`src/rtl/stopwatch_timer.sv`:
```
// stopwatch_timer: start/stop elapsed-cycle counter that wraps from MAX to 0.
// Handshake: start and stop are single-cycle strobes sampled on the rising
// edge of clk. There is no ready/acknowledge. stop takes priority over start.
// Run/stop state is visible on o_dbg_running so checkers can bind to it.
module stopwatch_timer #(
    parameter int DATA_WIDTH = 16,
    parameter int MAX        = 99
) (
    input  logic                  clk,
    input  logic                  reset,
    input  logic                  start,
    input  logic                  stop,
    output logic [DATA_WIDTH-1:0] count,
    output logic                  o_dbg_running
);

    typedef enum logic {
        ST_STOPPED = 1'b0,
        ST_RUNNING = 1'b1
    } state_t;

    localparam logic [DATA_WIDTH-1:0] MAX_VAL = DATA_WIDTH'(MAX);

    state_t                  r_state;
    logic [DATA_WIDTH-1:0]   r_count;

    // Run/stop FSM and count register. The count advances only when the
    // state was already RUNNING before this edge, so a start strobe takes
    // effect one edge later. A stop strobe suppresses the increment on its own edge.
    always_ff @(posedge clk or negedge reset) begin
        if (!reset) begin
            r_state <= ST_STOPPED;
            r_count <= '0;
        end else begin
            if ((r_state == ST_RUNNING) && !stop) begin
                if (r_count == MAX_VAL) begin
                    r_count <= '0;
                end else begin
                    r_count <= r_count + 1'b1;
                end
            end
            if (stop) begin
                r_state <= ST_STOPPED;
            end else if (start) begin
                r_state <= ST_RUNNING;
            end
        end
    end

    assign count         = r_count;
    assign o_dbg_running = (r_state == ST_RUNNING);

endmodule

```
`config.mk`:
```
export PLATFORM = sky130hd
export DESIGN_NAME = stopwatch_timer
export DESIGN_NICKNAME = d
export VERILOG_FILES = /design/src/rtl/stopwatch_timer.sv
export SDC_FILE = /design/constraint.sdc
export NUM_CORES = 1
export LEC_CHECK = 0
export CAP_MARGIN = 20
export CORE_MARGIN = 5
export CORE_UTILIZATION = 45
export CTS_CLUSTER_DIAMETER = 150
export DETAILED_ROUTE_END_ITERATION = 10
export GPL_TIMING_DRIVEN = 0
export PLACE_DENSITY = 0.73
export SLEW_MARGIN = 25
export SYNTH_ARGS = -nofsm -noshare
export SYNTH_HDL_FRONTEND = slang
export SYNTH_SLANG_ARGS = --single-unit
```
`constraint.sdc`:
```
create_clock -name clk -period 3.6 [get_ports clk]
set_clock_uncertainty 0.2 [all_clocks]
set_input_delay 1.08 -clock clk [delete_from_list [all_inputs] [get_ports clk]]
set_output_delay 1.08 -clock clk [all_outputs]
set_load 0.02 [all_outputs]
```
==> results.toml, run 1 <==
[status]
result_of_the_run = "completed"

[clock_network]
ctsHoldBuffers = 0
clock_latency_ns = 0.27
cts-root-buf = "sky130_fd_sc_hd__clkbuf_4"
post-cts-setup-buffer-count = 0
ctsResizeCount = 0
cts.sink_count = 17
clockBufferDepth = 2
cts_buffers = 3
clk_pin_slew_ns = 0.09
tritoncts = "yes"
clock_tree.htree_level_count = 1

[critical_path]
worst_ep_required_time_ns = 2.32
worst_ep_arrival_time_ns = 1.45
cpPeakStageDelay_ns = 0.67
path_max_fanout = 7
path_delay_family = "buffers and inverters"
critical_path.n_buffers_inverters = 1
cp_cell_sequence = "clkdlybuf4s50_1"
timing.critical_path.from_type = "flop"
cp_slowest_cell = "sky130_fd_sc_hd__clkdlybuf4s50_1"
end_kind = "output pin"
worst-setup-path-type = "flop to output pin"

[routing]
routed_wirelength_um = 1630
detailedRoute.firstPassIterationCount = 3
drt_iter0_markers = 2
drc = 0
vias = 631
detail_route.wl_per_cell_um = 13.3
drtAntennaViolNets = 0
detail_route.vias_per_cell = 5.13

[global_routing]
grt_start_max_net_pins = 18
via_count_of_the_first_global_routing_pass = 645
gr-usage-all-layers_pct = 13.3
grt_antenna_before_repair = 0
grt_first_pass_wirelength_um = 2740
overflow = 0

[pwr]
worst_ir_drop_vdd_mv = 0.334
total_leakage_power_nw = 0.473
fin_total_pwr_uw = 464
power_density_mw_per_mm2 = 423

[cells_and_area]
fin_util_pct = 62.9
multiInputGateArea_um2 = 415
layout.filler_cells = 162
diodes = 0
post_route_cells_drive_above_1_share_pct = 13.3
final_design_area_no_fill_mm2 = 0.00110
area.sequential_um2 = 425
mostFrequentLayoutCell = "sky130_fd_sc_hd__clkdlybuf4s50_1"
most-common-layout-cells = "20 x sky130_fd_sc_hd__clkdlybuf4s50_1, 17 x sky130_fd_sc_hd__dfrtp_1, 9 x sky130_fd_sc_hd__xnor2_1"
areaGrowthSynthToFinish_pct = 30.7
layout.nets = 104

[sta]
fmaxAchievable_mhz = 366
final_max_slew_viol_count = 0
setup_viol = 0
timing_hold_violations_final = 0
fin_tns_setup_ns = 0
max_slew.worst_pin.slew_ns = 0.735
max-slew-margin-rel_pct = 50.8
period_needed_ns = 2.73
final_hold_slack_ns = 0.319
grt_setup_unrepaired = "false"
min_period_over_period_pct = 75.9

[floorplan]
initial_util_pct = 48.2
die_x_um = 53.2
core-area_mm2 = 0.00175
boundaryPins = 21
core.rowCount = 15
floorplan.die_area_mm2 = 0.00283
dieHeight_um = 53.2

[synthesis]
synth_top_cell_area_share_pct = 50.6
avgSynthCellArea_um2 = 11.4
synth_area_leader_cell = "sky130_fd_sc_hd__dfrtp_1"
synthesis.area_um2 = 841
netlist_top_cells_area = "sky130_fd_sc_hd__dfrtp_1 51%, sky130_fd_sc_hd__xnor2_1 9.4%, sky130_fd_sc_hd__nand3_1 4.2%"
syn-num-nets = 79
yosys_register_bits = 17
postSynthCellCount = 74
synth.yosys.warnings = 0
synth.lib_cells_used.distinct = 24
sequential_element_share_of_the_synthesized_area_pct = 50.6

[placed_design]
post_dp_cell_area_mm2 = 0.00107
io_buffers = 20
weighted_congestion_reported_at_the_end_of_routability_driven_placement = 0.785
place_hpwl_um = 1240

[run]
maxCapViolCount = 0

[hold_path]
worst_hold_path_type = "flop to flop"
## worst reg2reg max path: stages, from the launching register on
cell and delay (ns):
sky130_fd_sc_hd__dfrtp_1 0.42, sky130_fd_sc_hd__ha_1 0.25, sky130_fd_sc_hd__and4b_1 0.21, sky130_fd_sc_hd__nand4_1 0.16
sky130_fd_sc_hd__and2_4 0.19, sky130_fd_sc_hd__mux2_2 0.25
## power breakdown
part | total [mW] | internal, mW | switching, mW
Sequential | 0.249 | 0.211 | 0.0382
Clock | 0.0959 | 0.0429 | 0.0530
Combinational | 0.119 | 0.0608 | 0.0584
## metal layers
layer | GRT usage, % | up-vias | share of wire (%)
li1 | - | 312 | -
met1 | 16.0 | 297 | 46
met2 | 22.0 | 18 | 45
met3 | 3.38 | 4 | 6.7
met4 | 5.96 | 0 | 1.7
met5 | 0 | - | 0
## layout make-up
| type | count | area share (%) |
|---|---|---|
| flip-flops and latches | 17 | 38.7 |
| well taps | 25 | 2.85 |
| multi-input cells | 57 | 37.8 |
| repair buffers | 20 | 18.2 |
| clock buffers | 4 | 2.39 |
## stage by stage
step           worst slack, ns  cells
2_1_floorplan             1.38     74
3_3_place_gp             0.836    119
3_5_place_dp             0.804    119
4_1_cts                  0.856    123
5_1_grt                  0.804    123
6_report                 0.867    123
## path summary, 6_finish.rpt
kind,from,endpoint,slack (ns),cells after the start
worst max-delay path,count[3],count[3],0.87,1
worst max register to register,count[0],count[0],1.81,5
worst min register to register,count[15],count[15],0.32,1
worst min-delay path,count[15],count[15],0.32,1
min in group asynchronous,reset,count[11],1.03,1
max in group asynchronous,reset,o_dbg_running,1.70,1
## sequential cells by signal, summed over array words and instances, names as in the netlist
name	count
count	16
o_dbg_running	1
## cell usage after synthesis
| master | instances |
|---|---|
| sky130_fd_sc_hd__nand2_1 | 5 |
| sky130_fd_sc_hd__nand4b_1 | 1 |
| sky130_fd_sc_hd__a22o_1 | 1 |
| sky130_fd_sc_hd__nand3_1 | 7 |
| sky130_fd_sc_hd__nand2b_2 | 1 |
| sky130_fd_sc_hd__nand4_1 | 4 |
| sky130_fd_sc_hd__xnor2_1 | 9 |
| sky130_fd_sc_hd__nor2b_1 | 1 |
| sky130_fd_sc_hd__nor4_2 | 2 |
| sky130_fd_sc_hd__xor2_1 | 4 |
| sky130_fd_sc_hd__nand3_2 | 2 |
| sky130_fd_sc_hd__nor2_1 | 8 |
| sky130_fd_sc_hd__ha_1 | 1 |
| sky130_fd_sc_hd__o21ai_0 | 1 |
| sky130_fd_sc_hd__nor4_1 | 1 |
| sky130_fd_sc_hd__and2_4 | 1 |
| sky130_fd_sc_hd__nor4_4 | 1 |
| sky130_fd_sc_hd__and3_2 | 1 |
| sky130_fd_sc_hd__nor3_4 | 1 |
| sky130_fd_sc_hd__nor3_1 | 2 |
| sky130_fd_sc_hd__dfrtp_1 | 17 |
| sky130_fd_sc_hd__and4b_1 | 1 |
| sky130_fd_sc_hd__and3_1 | 1 |
| sky130_fd_sc_hd__mux2_2 | 1 |
## logic make-up (layout without fill, tap and decap cells)
kind of cell               count (synthesis)  count (layout)  share of synthesized area (%)
xor gates and xnor gates                  13              13                           13.5
adders and majority gates                  1               1                           1.49
muxes                                      1               1                           1.34
DFF                                       17              17                           50.6
AOI/OAI and AO/OA                          2               2                           1.64
buffers and inverters                      0              24                              0
and+or+nand+nor                           40              40                           31.4
Power figures use the tool's default switching activity.
==> run 2, diff against run 1 <==
==> constraint.sdc (replaced) <==
create_clock -name clk -period 2.72 [get_ports clk]
set_clock_uncertainty 0.2 [all_clocks]
set_input_delay 0.816 -clock clk [delete_from_list [all_inputs] [get_ports clk]]
set_output_delay 0.816 -clock clk [all_outputs]
set_load 0.02 [all_outputs]
==> results of run 2 <==
The final DEF is identical to that of run 1. Status: completed.
Among the figures that moved: setup slack after placement 0.804 ns -> 0.188 ns; setup slack after layout 0.867 ns -> 0.251 ns; register-to-register setup slack 1.81 ns -> 0.93 ns; total power 0.464 mW -> 0.615 mW; worst IR drop on VDD 0.334 mV -> 0.441 mV
==> run 3, diff against run 2 <==
--- a/config.mk
+++ b/config.mk
@@ -6,7 +6,7 @@
 export NUM_CORES = 1
 export LEC_CHECK = 0
 export CAP_MARGIN = 20
-export CORE_MARGIN = 5
+export CORE_MARGIN = 1.5
 export CORE_UTILIZATION = 45
 export CTS_CLUSTER_DIAMETER = 150
 export DETAILED_ROUTE_END_ITERATION = 10
==> results.toml, run 3 (synthesis results as in run 1) <==
[status]
result_of_the_run = "completed"

[cells_and_area]
post_route_cells_drive_above_1_share_pct = 14.3
layout.filler_cells = 155
max_ffs_per_register = 16
final_design_area_no_fill_mm2 = 0.00110
diodes = 0
most-common-layout-cells = "20 x sky130_fd_sc_hd__clkdlybuf4s50_1, 17 x sky130_fd_sc_hd__dfrtp_1, 9 x sky130_fd_sc_hd__xnor2_1"
mostFrequentLayoutCell = "sky130_fd_sc_hd__clkdlybuf4s50_1"
layout.nets = 104
areaGrowthSynthToFinish_pct = 30.8

[pwr]
power_density_mw_per_mm2 = 560
fin_total_pwr_uw = 616
total_leakage_power_nw = 0.476
worst_ir_drop_vdd_mv = 0.389

[placed_design]
weighted_congestion_reported_at_the_end_of_routability_driven_placement = 0.812
io_buffers = 20
post_dp_cell_area_mm2 = 0.00107
place_hpwl_um = 1170

[floorplan]
floorplan.die_area_mm2 = 0.00214
core-area_mm2 = 0.00175
die_x_um = 46.2
initial_util_pct = 48.2
boundaryPins = 21
core.rowCount = 15
dieHeight_um = 46.2

[critical_path]
timing.critical_path.from_type = "flop"
worst_ep_arrival_time_ns = 1.47
end_kind = "output pin"
worst-setup-path-type = "flop to output pin"
path_delay_family = "buffers and inverters"
path_max_fanout = 7
cp_slowest_cell = "sky130_fd_sc_hd__clkdlybuf4s50_1"
cpPeakStageDelay_ns = 0.67
worst_ep_required_time_ns = 1.70
critical_path.n_buffers_inverters = 1
cp_cell_sequence = "clkdlybuf4s50_1"

[sta]
fin_tns_setup_ns = 0
max_slew.worst_pin.slew_ns = 0.747
max-slew-margin-rel_pct = 50.1
timing_hold_violations_final = 0
grt_setup_unrepaired = "false"
min_period_over_period_pct = 91.4
setup_viol = 0
final_max_slew_viol_count = 0
final_hold_slack_ns = 0.313
fmaxAchievable_mhz = 402
period_needed_ns = 2.49

[routing]
detail_route.wl_per_cell_um = 12.8
detailedRoute.firstPassIterationCount = 2
drt_iter0_markers = 6
vias = 637
drc = 0
detail_route.vias_per_cell = 5.18
routed_wirelength_um = 1570
drtAntennaViolNets = 0

[clock_network]
clock_tree.htree_level_count = 1
clockBufferDepth = 2
cts-root-buf = "sky130_fd_sc_hd__clkbuf_4"
clock_latency_ns = 0.28
cts.sink_count = 17
cts_buffers = 3
ctsResizeCount = 0
post-cts-setup-buffer-count = 0
clk_pin_slew_ns = 0.10
tritoncts = "yes"
ctsHoldBuffers = 0

[run]
maxCapViolCount = 0

[global_routing]
via_count_of_the_first_global_routing_pass = 580
grt_start_max_net_pins = 18
overflow = 0
grt_first_pass_wirelength_um = 2610
grt_antenna_before_repair = 0
gr-usage-all-layers_pct = 17.4

[hold_path]
worst_hold_path_type = "flop to flop"
==> run 3: cell type report <==
class / count / area, um^2 / area share [%]
Multi-Input combinational cell: 57 / 415 / 37.8
Tap cell: 25 / 31.3 / 2.84
Timing Repair Buffer: 20 / 200 / 18.2
Clock inverter: 1 / 5.00 / 0.455
Sequential cell: 17 / 425 / 38.7
Clock buffer: 3 / 22.5 / 2.05
==> run 3: metal layers <==
layer	up-vias	GRT usage (%)	routed length, um
li1	311	-	-
met1	309	23.7	777
met2	15	25.8	714
met3	2	3.53	60
met4	0	8.57	21
met5	-	0	0
==> run 3: report_power, final <==
part           switching, mW  internal [mW]  leakage (nW)
clock network         0.0751         0.0545        0.0177
logic                 0.0766         0.0803         0.228
registers             0.0507          0.279         0.230
total                  0.202          0.414         0.476
==> run 3: worst reg2reg max path, stage by stage (launching register included) <==
cell and delay [ns]:
sky130_fd_sc_hd__dfrtp_1 0.43, sky130_fd_sc_hd__ha_1 0.25, sky130_fd_sc_hd__and4b_1 0.21, sky130_fd_sc_hd__nand4_1 0.17, sky130_fd_sc_hd__and2_4 0.20, sky130_fd_sc_hd__mux2_2 0.25
==> run 3: final timing paths <==
kind	startpoint	to	slack, ns	cells after the start
min	count[15]	count[15]	0.31	1
max in group asynchronous	reset	count[0]	1.08	1
min reg2reg	count[15]	count[15]	0.31	1
max	count[3]	count[3]	0.23	1
max reg2reg	count[0]	count[0]	0.91	5
min in group asynchronous	reset	count[14]	0.77	1
==> run 3: stage by stage <==
| stage | worst slack, ns | cells | utilization (%) |
|---|---|---|---|
| global placement | 0.218 | 119 | 61.4 |
| detailed placement | 0.200 | 119 | 61.4 |
| CTS | 0.222 | 123 | 63.0 |
| floorplan | 0.766 | 74 | - |
| global route | 0.165 | 123 | 63.0 |
| finish | 0.234 | 123 | 63.0 |
